==> config.mk <==
export PLATFORM = sky130hd
export DESIGN_NAME = instr_fetch_queue_flat
export DESIGN_NICKNAME = d
export VERILOG_FILES = /design/src/rtl/instr_fetch_queue_if.sv /design/src/rtl/instr_fetch_queue.sv /design/src/flat_wrapper.sv
export SDC_FILE = /design/constraint.sdc
export NUM_CORES = 1
export LEC_CHECK = 0
export CAP_MARGIN = 10
export CORE_UTILIZATION = 25
export CTS_BUF_LIST = sky130_fd_sc_hd__clkbuf_16
export DETAILED_ROUTE_END_ITERATION = 16
export SYNTH_ARGS = -nofsm -noshare
export SYNTH_HDL_FRONTEND = slang
export SYNTH_SLANG_ARGS = --single-unit
==> constraint.sdc <==
create_clock -name clk_i -period 23.7 [get_ports clk_i]
set_clock_uncertainty 0.05 [all_clocks]
set_input_delay 4.74 -clock clk_i [delete_from_list [all_inputs] [get_ports clk_i]]
set_output_delay 4.74 -clock clk_i [all_outputs]
set_load 0.01 [all_outputs]
==> src/rtl/instr_fetch_queue_if.sv <==
// ---------------------------------------------------------------------------
// instr_fetch_queue_if
//   Groups the two handshakes of the instruction fetch queue:
//     - instruction memory side: req/addr out, ack/data back
//     - decode side: head instruction out with valid/ready, plus redirect in
//
//   master modport : the fetch queue itself
//   slave modport  : the environment (instruction memory + decode stage)
//
//   Signals
//     imem_req_o     fetch request outstanding
//     imem_addr_o    word-aligned fetch address
//     imem_ack_i     memory returns imem_data_i for the current request
//     imem_data_i    instruction word
//     redirect_i     flush queue and restart fetch at redirect_pc_i
//     redirect_pc_i  new fetch PC (bits [1:0] ignored)
//     instr_valid_o  queue head valid
//     instr_o        head instruction
//     instr_pc_o     head PC
//     instr_pc4_o    head PC+4
//     instr_ready_i  decode accepts the head this cycle
//     count_o        entries held, 0..DEPTH
// ---------------------------------------------------------------------------
interface instr_fetch_queue_if #(
  parameter int DEPTH = 4
);
  localparam int CW = $clog2(DEPTH) + 1;

  logic          imem_req_o;
  logic [31:0]   imem_addr_o;
  logic          imem_ack_i;
  logic [31:0]   imem_data_i;
  logic          redirect_i;
  logic [31:0]   redirect_pc_i;
  logic          instr_valid_o;
  logic [31:0]   instr_o;
  logic [31:0]   instr_pc_o;
  logic [31:0]   instr_pc4_o;
  logic          instr_ready_i;
  logic [CW-1:0] count_o;

  modport master (
    output imem_req_o,
    output imem_addr_o,
    input  imem_ack_i,
    input  imem_data_i,
    input  redirect_i,
    input  redirect_pc_i,
    output instr_valid_o,
    output instr_o,
    output instr_pc_o,
    output instr_pc4_o,
    input  instr_ready_i,
    output count_o
  );

  modport slave (
    input  imem_req_o,
    input  imem_addr_o,
    output imem_ack_i,
    output imem_data_i,
    output redirect_i,
    output redirect_pc_i,
    input  instr_valid_o,
    input  instr_o,
    input  instr_pc_o,
    input  instr_pc4_o,
    output instr_ready_i,
    input  count_o
  );

endinterface

==> src/rtl/instr_fetch_queue.sv <==
// ---------------------------------------------------------------------------
// instr_fetch_queue
//   MIPS instruction fetch stage with a small prefetch buffer. Issues word
//   fetches to a variable-latency instruction memory over a req/ack
//   handshake, queues returned words together with their PC and PC+4, and
//   presents the queue head to decode over valid/ready. A redirect (branch,
//   jump, jr) flushes the queue and restarts fetch at the new PC.
//
//   Parameters
//     DEPTH     queue entries (power of 2, >= 2)
//     RESET_PC  first fetch address after reset (word aligned)
//
//   Ports
//     clk_i   clock, all state updates on the rising edge
//     rst_i   synchronous active-high reset
//     bus     instr_fetch_queue_if.master (memory + decode handshakes)
// ---------------------------------------------------------------------------
module instr_fetch_queue #(
  parameter int          DEPTH    = 4,
  parameter logic [31:0] RESET_PC = 32'h0
) (
  input  logic                   clk_i,
  input  logic                   rst_i,
  instr_fetch_queue_if.master    bus
);

  localparam int AW = $clog2(DEPTH);
  localparam int CW = AW + 1;

  typedef enum logic [1:0] {
    S_IDLE = 2'd0,
    S_REQ  = 2'd1,
    S_DROP = 2'd2
  } state_e;

  // Control state
  state_e        state_q,    state_d;
  logic [31:0]   fetch_pc_q, fetch_pc_d;
  logic [31:0]   req_addr_q, req_addr_d;
  logic [CW-1:0] cnt_q,      cnt_d;
  logic [AW-1:0] wr_ptr_q,   wr_ptr_d;
  logic [AW-1:0] rd_ptr_q,   rd_ptr_d;

  // Queue storage: plain data, written only on push, never reset
  logic [31:0]   instr_mem_q [DEPTH];
  logic [31:0]   pc_mem_q    [DEPTH];
  logic [31:0]   pc4_mem_q   [DEPTH];

  logic          head_vld;
  logic          pop;
  logic          push;
  logic [CW-1:0] cnt_n;
  logic [CW-1:0] cnt_after_pop;
  logic          room;
  logic [31:0]   redir_pc;
  logic [31:0]   req_addr_inc;

  assign head_vld      = (cnt_q != '0);

  // A redirect cycle neither consumes the head nor keeps a returning word.
  assign pop           = head_vld & bus.instr_ready_i & ~bus.redirect_i;
  assign push          = (state_q == S_REQ) & bus.imem_ack_i & ~bus.redirect_i;

  assign cnt_n         = cnt_q - CW'(pop) + CW'(push);
  assign cnt_after_pop = cnt_q - CW'(pop);

  // A new request is only started when the word it returns is guaranteed a
  // slot, so the queue can never overflow.
  assign room          = (cnt_after_pop < CW'(DEPTH));

  assign redir_pc      = bus.redirect_pc_i & ~32'h3;
  assign req_addr_inc  = req_addr_q + 32'd4;

  // -------------------------------------------------------------------------
  // Fetch FSM next-state
  // -------------------------------------------------------------------------
  always_comb begin
    state_d    = state_q;
    fetch_pc_d = fetch_pc_q;
    req_addr_d = req_addr_q;

    unique case (state_q)
      S_IDLE: begin
        if (bus.redirect_i) begin
          fetch_pc_d = redir_pc;
        end else if (room) begin
          state_d    = S_REQ;
          req_addr_d = fetch_pc_q;
        end
      end

      S_REQ: begin
        if (bus.redirect_i) begin
          fetch_pc_d = redir_pc;
          // Without an ack the bus transaction must still be completed
          // (address held stable); its word is thrown away in DROP.
          state_d    = bus.imem_ack_i ? S_IDLE : S_DROP;
        end else if (bus.imem_ack_i) begin
          fetch_pc_d = req_addr_inc;
          if (cnt_n < CW'(DEPTH)) begin
            state_d    = S_REQ;
            req_addr_d = req_addr_inc;
          end else begin
            state_d    = S_IDLE;
          end
        end
      end

      S_DROP: begin
        if (bus.redirect_i) begin
          fetch_pc_d = redir_pc;
        end
        if (bus.imem_ack_i) begin
          state_d = S_IDLE;
        end
      end

      default: begin
        state_d = S_IDLE;
      end
    endcase
  end

  // -------------------------------------------------------------------------
  // Queue pointer / occupancy next-state
  // -------------------------------------------------------------------------
  always_comb begin
    cnt_d    = cnt_n;
    wr_ptr_d = wr_ptr_q + AW'(push);
    rd_ptr_d = rd_ptr_q + AW'(pop);
    if (bus.redirect_i) begin
      cnt_d    = '0;
      wr_ptr_d = '0;
      rd_ptr_d = '0;
    end
  end

  // -------------------------------------------------------------------------
  // Control registers
  // -------------------------------------------------------------------------
  always_ff @(posedge clk_i) begin
    if (rst_i) begin
      state_q    <= S_IDLE;
      fetch_pc_q <= RESET_PC;
      req_addr_q <= RESET_PC;
      cnt_q      <= '0;
      wr_ptr_q   <= '0;
      rd_ptr_q   <= '0;
    end else begin
      state_q    <= state_d;
      fetch_pc_q <= fetch_pc_d;
      req_addr_q <= req_addr_d;
      cnt_q      <= cnt_d;
      wr_ptr_q   <= wr_ptr_d;
      rd_ptr_q   <= rd_ptr_d;
    end
  end

  // -------------------------------------------------------------------------
  // Queue storage
  // -------------------------------------------------------------------------
  always_ff @(posedge clk_i) begin
    if (push) begin
      instr_mem_q[wr_ptr_q] <= bus.imem_data_i;
      pc_mem_q[wr_ptr_q]    <= req_addr_q;
      pc4_mem_q[wr_ptr_q]   <= req_addr_inc;
    end
  end

  // -------------------------------------------------------------------------
  // Outputs: all driven from registers. The head fields read as zero while
  // the queue is empty so that the unreset storage never leaks out.
  // -------------------------------------------------------------------------
  assign bus.imem_req_o    = (state_q != S_IDLE);
  assign bus.imem_addr_o   = req_addr_q;
  assign bus.instr_valid_o = head_vld;
  assign bus.instr_o       = head_vld ? instr_mem_q[rd_ptr_q] : '0;
  assign bus.instr_pc_o    = head_vld ? pc_mem_q[rd_ptr_q]    : '0;
  assign bus.instr_pc4_o   = head_vld ? pc4_mem_q[rd_ptr_q]   : '0;
  assign bus.count_o       = cnt_q;

endmodule
==> src/flat_wrapper.sv <==
// flat-port wrapper written by rule: the top's interface ports become plain ports
module instr_fetch_queue_flat 
#(
  parameter int          DEPTH    = 4,
  parameter logic [31:0] RESET_PC = 32'h0
)
  (clk_i, rst_i, bus_imem_req_o, bus_imem_addr_o, bus_imem_ack_i, bus_imem_data_i, bus_redirect_i, bus_redirect_pc_i, bus_instr_valid_o, bus_instr_o, bus_instr_pc_o, bus_instr_pc4_o, bus_instr_ready_i, bus_count_o);
  instr_fetch_queue_if #(.DEPTH(DEPTH)) bus_i ();
  input  logic clk_i;
  input  logic rst_i;
  output wire logic [$bits(bus_i.imem_req_o)-1:0] bus_imem_req_o;
  output wire logic [$bits(bus_i.imem_addr_o)-1:0] bus_imem_addr_o;
  input wire logic [$bits(bus_i.imem_ack_i)-1:0] bus_imem_ack_i;
  input wire logic [$bits(bus_i.imem_data_i)-1:0] bus_imem_data_i;
  input wire logic [$bits(bus_i.redirect_i)-1:0] bus_redirect_i;
  input wire logic [$bits(bus_i.redirect_pc_i)-1:0] bus_redirect_pc_i;
  output wire logic [$bits(bus_i.instr_valid_o)-1:0] bus_instr_valid_o;
  output wire logic [$bits(bus_i.instr_o)-1:0] bus_instr_o;
  output wire logic [$bits(bus_i.instr_pc_o)-1:0] bus_instr_pc_o;
  output wire logic [$bits(bus_i.instr_pc4_o)-1:0] bus_instr_pc4_o;
  input wire logic [$bits(bus_i.instr_ready_i)-1:0] bus_instr_ready_i;
  output wire logic [$bits(bus_i.count_o)-1:0] bus_count_o;
  assign bus_imem_req_o = bus_i.imem_req_o;
  assign bus_imem_addr_o = bus_i.imem_addr_o;
  assign bus_i.imem_ack_i = bus_imem_ack_i;
  assign bus_i.imem_data_i = bus_imem_data_i;
  assign bus_i.redirect_i = bus_redirect_i;
  assign bus_i.redirect_pc_i = bus_redirect_pc_i;
  assign bus_instr_valid_o = bus_i.instr_valid_o;
  assign bus_instr_o = bus_i.instr_o;
  assign bus_instr_pc_o = bus_i.instr_pc_o;
  assign bus_instr_pc4_o = bus_i.instr_pc4_o;
  assign bus_i.instr_ready_i = bus_instr_ready_i;
  assign bus_count_o = bus_i.count_o;
  instr_fetch_queue #(.DEPTH(DEPTH), .RESET_PC(RESET_PC)) u_core (.clk_i(clk_i), .rst_i(rst_i), .bus(bus_i));
endmodule
-- Word-level counts from Yosys, hierarchy flattened
Memories as Yosys holds them, arrays and structs flattened. A register that Yosys moved wholly into a read port is not among the register bits.
Cells that the tools add are included.
Widths: inputs -> output; s select.
- flip-flop bits (word level): 73
- memory bits (writable): 384
- input bits: 69
- output and inout port bits: 133
- word-level logic and storage cells: 67
- memories kept: 3
- $add $sub $neg: 5
- $lt $le $gt $ge: 2
- eq/ne operators: 10
- multiplexer cells: 26
- bitwise operators: 5
- reductions and logical operators: 10
- memory list (name ; words ; width ; read ports ; clocked after memory_dff ; write ports ; RTL line ; RTL):
    u_core.instr_mem_q ; 4 ; 32 ; 1 ; 1 ; 1 ; instr_fetch_queue.sv:45 ; logic [31:0] instr_mem_q [DEPTH];
    u_core.pc4_mem_q ; 4 ; 32 ; 1 ; 1 ; 1 ; instr_fetch_queue.sv:47 ; logic [31:0] pc4_mem_q [DEPTH];
    u_core.pc_mem_q ; 4 ; 32 ; 1 ; 1 ; 1 ; instr_fetch_queue.sv:46 ; logic [31:0] pc_mem_q [DEPTH];
- operators by type and width (operator ; number):
    $mux 32 ; 11
    $pmux 32 s2 ; 2
    $add 32x3->32 const B ; 1
    $mux 2 ; 9
    $ne 2x2->1 const B ; 5
    $lt 3x3->1 const B ; 2
    $pmux 2 s3 ; 1
    $reduce_and 6->1 ; 1
    $reduce_bool 2->1 ; 3
    $add 2x1->2 ; 2
    $and 1x1->1 ; 4
    $ne 2x1->1 const B ; 2
    $reduce_and 4->1 ; 1
    $reduce_or 2->1 ; 2
    $add 3x1->3 ; 1
    $mux 1 ; 3
    $ne 3x3->1 const B ; 1
    $reduce_and 3->1 ; 1
    $reduce_bool 3->1 ; 1
    $sub 3x1->3 ; 1
    $eq 2x1->1 const B ; 1
    $eq 2x2->1 const B ; 1
    $logic_not 2->1 ; 1
    $not 1->1 ; 1

-- Longest topological paths before layout
Gate-level depths: netlist (run 1).
- depth after elaboration: 10
- mapped depth: 14
- depth with buffers taken out: 11

-- Worst setup path after synthesis (run 1)
Ideal clock, no wire load.
- path type: input -> register
- from: input port bus_redirect_i
- to: memory u_core.instr_mem_q[1][0] (enable)
- library setup time: 0.681 ns
- data arrival time: 12.294 ns
- data required time: 22.969 ns
- slack: 10.675 ns
- cell stages on the path: 5
- path buffers: 2
- path through: clkbuf_1 nor2b_1 clkbuf_1 nand2_1 nor3b_1
- cells in the longest elaborated chain, start to end: 4
- RTL lines (what ; RTL line ; RTL):
    from (decl) ; flat_wrapper.sv:15 ; input wire logic [$bits(bus_i.redirect_i)-1:0] bus_redirect_i;
    $not 1->1 ; instr_fetch_queue.sv:62 ; assign push = (state_q == S_REQ) & bus.imem_ack_i & ~bus.redirect_i;
    $and 1x1->1 ; instr_fetch_queue.sv:62 ;
    $mux 1 ; instr_fetch_queue.sv:163 ; if (push) begin
    $mux 1 (implied by the code) ; instr_fetch_queue.sv:164 ; instr_mem_q[wr_ptr_q] <= bus.imem_data_i;
    to (decl) ; instr_fetch_queue.sv:45 ;
Every way passes these cells.

-- Final worst setup path (run 1)
- from: input port bus_redirect_i
- to: memory u_core.pc_mem_q[2][6] (enable)
- cells in the longest elaborated chain, start to end: 4
- RTL lines (what ; RTL line ; RTL):
    $not 1->1 ; instr_fetch_queue.sv:62 ;
    $and 1x1->1 ; instr_fetch_queue.sv:62 ;
    $mux 1 ; instr_fetch_queue.sv:163 ;
    $mux 1 (implied by the code) ; instr_fetch_queue.sv:165 ; pc_mem_q[wr_ptr_q] <= req_addr_q;
    to (decl) ; instr_fetch_queue.sv:46 ;
Every way passes these cells.

==> results of run 1 <==
-- worst paths after layout --
path	startpoint	to	slack [ns]
worst min-delay path	u_core.fetch_pc_q[10]	u_core.fetch_pc_q[10]	0.41
worst max register to register	u_core.state_q[0]	u_core.pc_mem_q[2][6]	19.07
worst min register to register	u_core.fetch_pc_q[10]	u_core.fetch_pc_q[10]	0.41
worst max-delay path	bus_redirect_i	u_core.pc_mem_q[2][6]	15.02
-- per-stage QoR --
| step | worst slack, ns | area, um^2 | util [%] | instances | hold WS [ns] |
|---|---|---|---|---|---|
| after floorplan | 10.67 | 18300 | - | 1138 | 0.377 |
| after global placement | 14.37 | 21400 | 29.7 | 2233 | 0.385 |
| after detailed placement | 14.33 | 21400 | 29.7 | 2233 | 0.396 |
| after CTS | 14.97 | 23100 | 32.1 | 2326 | 0.405 |
| after global routing | 14.74 | 23100 | 32.1 | 2327 | 0.420 |
| final | 15.02 | 23100 | 32.1 | 2328 | 0.407 |
-- cell families (layout without fill, tap and decap cells) --
logic type,count (synthesis),count (layout)
multiplexers,97,97
flip-flops,449,449
other,0,2
XOR/XNOR,29,29
AO/OA/AOI/OAI,149,149
buffers and inverters,98,336
AND/OR/NAND/NOR,311,311
adder cells (fa/ha/maj),5,5
-- layer usage --
metal  vias up  wire length (um)  global-route usage (%)
li1       4834                 -                       -
met1      5544             21200                    17.1
met2       317             23000                    20.9
met3        74              3220                    3.25
met4         4              1170                    3.61
met5         -                24                       0
-- where the power goes --
part / internal (mW) / total (mW) / switching (mW)
clock network: 0.476 / 0.805 / 0.329
registers: 0.863 / 0.873 / 0.00976
logic: 0.0338 / 0.0746 / 0.0408
-- layout make-up --
| type | instances | area, um^2 | share of cell area [%] |
|---|---|---|---|
| antenna | 2 | 5.00 | 0.0216 |
| clock buffer | 50 | 1250 | 5.41 |
| clock inverter | 43 | 469 | 2.03 |
| inverter | 20 | 75.1 | 0.324 |
| multi-input combinational | 591 | 5220 | 22.6 |
| sequential | 449 | 12800 | 55.2 |
| tap | 950 | 1190 | 5.14 |
| timing repair buffer | 223 | 2170 | 9.37 |
-- cells in the final DEF, fill, tap and decap left out, types with 21 or more instances in the layout --
cell | netlist | routed
mux4_2 | 94 | 94
nand2_1 | 59 | 59
buf_4 | 5 | 24
nor2_1 | 36 | 35
a21oi_1 | 47 | 47
o21ai_0 | 21 | 21
clkdlybuf4s50_1 | 0 | 198
nand3_1 | 23 | 23
dfxtp_1 | 73 | 71
inv_1 | 19 | 27
edfxtp_1 | 376 | 376
clkbuf_16 | 0 | 50
and2_1 | 102 | 102
-- registers in the layout, indices dropped and copies added, names as in the netlist --
register                flops
u_core.fetch_pc_q          32
u_core.pc_mem_q           126
u_core.bus.imem_addr_o     32
u_core.wr_ptr_q             2
u_core.instr_mem_q        128
u_core.state_q              2
u_core.pc4_mem_q          122
u_core.rd_ptr_q             2
u_core.bus.count_o          3
-- critical path: cells and delay by family --
family / cells / cell delay (ns)
AND/OR/NAND/NOR: 3 / 1.03
AO/OA/AOI/OAI: 1 / 0.57
buffers and inverters: 5 / 2.45
==> flow_metrics.py, run 1 <==
metrics = {
    "finish": {
        "n_fill_cell": 6958,
        "drive_above_1_share_pct": 16.0,
        "area_growth_syn_to_layout_pct": 26.1,
        "layout.nets": 1409,
    },
    "die": {
        "core_area_um2": 72000,
        "std_cell_rows": 98,
        "die_w_um": 273,
        "ios": 202,
        "fp.dieH_um": 273,
        "start_util_pct": 25.5,
        "dieArea_um2": 74400,
    },
    "flow_run": {
        "maxCapViolCount": 0,
    },
    "clock_tree": {
        "cts_resized": 0,
        "cts_buffers": 50,
        "postCtsSetupBuffers": 0,
        "htree_num_levels": 2,
        "clk_pin_slew_ns": 0.06,
        "clockBufferDepth": 3,
        "clockRootBuffer": "clkbuf_16",
        "postCtsHoldBufs": 0,
        "cts_tree": "yes",
        "worstSkewPairLatency_ns": 0.61,
        "cts_num_sinks": 449,
    },
    "global_route": {
        "grt-ovfl-total": 0,
        "grt_pass1_wl_um": 71600,
        "grt_max_degree": 67,
        "grt_usage_pct": 12.9,
        "antenna_found_initial": 4,
        "grt_pass1_vias": 10991,
    },
    "place": {
        "port_buffers": 199,
        "place_congestion": 0.796,
        "hpwlAfterDp_um": 29800,
    },
    "timing": {
        "maxSlewViolCount": 0,
        "post-route-min-period_ns": 8.68,
        "max-slew-margin-rel_pct": 31.7,
        "tns_ns": 0,
        "finalHoldViolations": 0,
        "finalCritPeriodShare_pct": 36.6,
        "fmax_ghz": 0.115,
        "setup_violations": 0,
        "grt_setup_unrepaired": "no",
        "max_slew.worst_pin.slew_ns": 1.03,
    },
    "critical_path": {
        "ff2ff_path_depth": 8,
        "worstPathRequired_ns": 23.87,
        "crit_fanout": 46,
        "cp-end-kind": "flip-flop",
        "worstSetupStartpointType": "primary input",
        "crit_slowest_cell": "buf_4",
        "path_cells": "clkdlybuf4s50_1, buf_4, o21a_1, nand2_1, inv_1, nand2_1, nor2_4, buf_4, buf_4",
        "path_class": "primary input to flip-flop",
        "critPathArrivalTime_ns": 8.85,
        "cpMostUsedCell": "buf_4",
        "max_stage_delay_ns": 0.73,
    },
    "route": {
        "drtIter0Drc": 797,
        "routed_wl_um": 48700,
        "detail-route-antenna-nets": 0,
        "drc": 0,
        "via_count": 10773,
        "viasPerCell": 4.63,
        "drt_pass1_iterations": 5,
        "wire_per_inst_um": 20.9,
    },
    "yosys": {
        "synth_nets": 1212,
        "synth_area_leader_cell": "edfxtp_1",
        "seq_area_frac_synth_pct": 69.5,
        "synth_area_per_cell_um2": 16.1,
        "synth-adder-area-share_pct": 0.341,
        "synthSimpleGateAreaFrac_pct": 9.46,
        "synthMuxAreaShare_pct": 11.7,
        "synth_top_family_by_area": "multiplexers",
        "synth.distinct_cells": 57,
        "synthFlopType": "edfxtp_1",
        "synthCells": 1138,
        "synth_seq_cells": 449,
        "synth_compound_area_share_pct": 5.39,
        "netlist_top_cells_count": "edfxtp_1 (376), and2_1 (102), mux4_2 (94)",
        "synth_xor_area_share_pct": 1.38,
        "synth.area.top_cells": "edfxtp_1 (62%), mux4_2 (12%), dfxtp_1 (8.0%)",
        "synth_top_area_share_pct": 61.6,
        "synth_edf_count": 376,
        "yosys_warnings": 0,
        "syn_area_um2": 18300,
        "synth_most_common_cell": "edfxtp_1",
        "async_reset_ff_share_pct": 0,
    },
    "outcome": {
        "outcome": "finished clean",
    },
    "power_and_ir_drop": {
        "powerDensity_nw_per_um2": 75.8,
        "p_leak_nw": 7.40,
        "ir_drop_uv": 48.5,
        "power_mw": 1.75,
    },
    "min_path": {
        "whs_path_depth": 2,
        "hp-class": "flip-flop to flip-flop",
    },
}
No activity file was read; power rests on OpenSTA's default activity.
==> inputs of run 2 (changes only) <==
clock period = 8.3 ns   (was 23.7 ns; I/O delays follow)
==> flow_metrics.py, run 2 (synthesized netlist as in run 1, its figures left out) <==
metrics = {
    "global_route": {
        "grt_pass1_wl_um": 72000,
        "grt_max_degree": 98,
        "antenna_found_initial": 4,
        "grt_pass1_vias": 11204,
        "grt-ovfl-total": 0,
        "grt_usage_pct": 13.1,
    },
    "timing": {
        "post-route-min-period_ns": 5.17,
        "tns_ns": 0,
        "max-slew-margin-rel_pct": 25.7,
        "whs_ns": 0.402,
        "setup_slack_ns": 3.13,
        "finalHoldViolations": 0,
        "max_slew.worst_pin.slew_ns": 1.11,
        "fmax_ghz": 0.193,
        "setup_violations": 0,
        "finalCritPeriodShare_pct": 62.3,
        "grt_setup_unrepaired": "no",
        "maxSlewViolCount": 0,
    },
    "critical_path": {
        "crit_fanout": 52,
        "path_class": "flip-flop to output port",
        "ff2ff_path_depth": 12,
        "critPathArrivalTime_ns": 3.46,
        "max_stage_delay_ns": 0.97,
        "path_cells": "buf_4, mux4_2, and2_1, clkdlybuf4s50_1",
        "crit_slowest_cell": "dfxtp_4",
        "worstPathRequired_ns": 6.59,
        "critical_path_cell_count": 4,
        "worstSetupStartpointType": "flip-flop",
        "cp-end-kind": "output port",
        "crit_family": "buffers and inverters",
        "path_buf_inv": 2,
    },
    "place": {
        "hpwlAfterDp_um": 30000,
        "placed_area_um2": 21500,
        "port_buffers": 199,
        "place_congestion": 0.824,
        "dp_slack_ns": 2.71,
    },
    "finish": {
        "layout.nets": 1411,
        "finalInstanceArea_um2": 23100,
        "top_register": "u_core.instr_mem_q",
        "reg_top3": "u_core.instr_mem_q x128, u_core.pc_mem_q x126, u_core.pc4_mem_q x122",
        "drive_above_1_share_pct": 15.6,
        "multiInputGateArea_um2": 5230,
        "n_fill_cell": 6933,
        "most-common-layout-cells": "edfxtp_1 (376), clkdlybuf4s50_1 (198), and2_1 (102), mux4_2 (94), dfxtp_1 (71)",
        "fin_util_pct": 32.0,
        "final_common_cell": "edfxtp_1",
        "largest_reg_flops": 128,
        "area_growth_syn_to_layout_pct": 25.8,
        "final-seq-area_um2": 12800,
    },
    "route": {
        "drt_pass1_iterations": 5,
        "wire_per_inst_um": 21.0,
        "detail-route-antenna-nets": 0,
        "drc": 0,
        "drtIter0Drc": 805,
        "routed_wl_um": 48900,
        "via_count": 10787,
        "viasPerCell": 4.64,
    },
    "die": {
        "std_cell_rows": 98,
        "die_w_um": 273,
        "start_util_pct": 25.5,
        "ios": 202,
        "fp.dieH_um": 273,
        "dieArea_um2": 74400,
        "core_area_um2": 72000,
    },
    "clock_tree": {
        "clockRootBuffer": "clkbuf_16",
        "clk_pin_slew_ns": 0.06,
        "postCtsHoldBufs": 0,
        "clockBufferDepth": 3,
        "postCtsSetupBuffers": 0,
        "cts_buffers": 49,
        "cts_num_sinks": 449,
        "worstSkewPairLatency_ns": 0.58,
        "cts_tree": "yes",
        "htree_num_levels": 2,
        "cts_resized": 0,
    },
    "flow_run": {
        "maxCapViolCount": 0,
    },
    "power_and_ir_drop": {
        "powerDensity_nw_per_um2": 210,
        "ir_drop_uv": 124,
        "p_leak_nw": 7.36,
    },
    "min_path": {
        "whs_path_depth": 2,
        "hp-class": "flip-flop to flip-flop",
    },
    "outcome": {
        "outcome": "finished clean",
    },
}
-- run 2: final timing paths --
path	from	to	slack, ns
setup / recovery	u_core.rd_ptr_q[1]	bus_instr_pc4_o[3]	3.13
hold / removal	u_core.fetch_pc_q[11]	u_core.fetch_pc_q[11]	0.40
hold reg to reg	u_core.fetch_pc_q[11]	u_core.fetch_pc_q[11]	0.40
setup reg to reg	u_core.state_q[0]	u_core.bus.imem_addr_o[23]	4.11
-- run 2: report_power, final --
part	internal [mW]	total, mW	switching (mW)
combinational	0.0980	0.217	0.119
clock	1.27	2.14	0.875
sequential	2.46	2.49	0.0272
total	3.83	4.85	1.02
-- run 2: routing by layer --
metal / global-route usage (%) / wire length (um) / up-vias / share of wire [%]
met5: 0 / 46 / - / 0.094
met1: 17.8 / 21700 / 5481 / 44
li1: - / - / 4839 / -
met3: 3.32 / 3660 / 72 / 7.5
met2: 20.2 / 22000 / 387 / 45
met4: 4.64 / 1410 / 8 / 2.9
-- run 2: area by class of cell --
cell class	instances	share of cell area, %
clock inverters	38	1.36
multi-input cells	591	22.7
inverters	20	0.326
clock buffers	51	5.53
repair buffers	226	9.60
diodes	1	0.0109
well taps	950	5.15
flip-flops and latches	449	55.3
-- run 2: through the flow --
stage	cells	total power [mW]
2_1_floorplan	1138	2.64
3_3_place_gp	2236	2.75
3_5_place_dp	2236	2.76
4_1_cts	2325	4.91
5_1_grt	2325	5.02
6_report	2326	4.85
-- run 2: tightest hold or removal path, cell delays in order (launching register included) --
cell     delay [ns]
dfxtp_1        0.30
nand2_1        0.05
a21oi_1        0.05
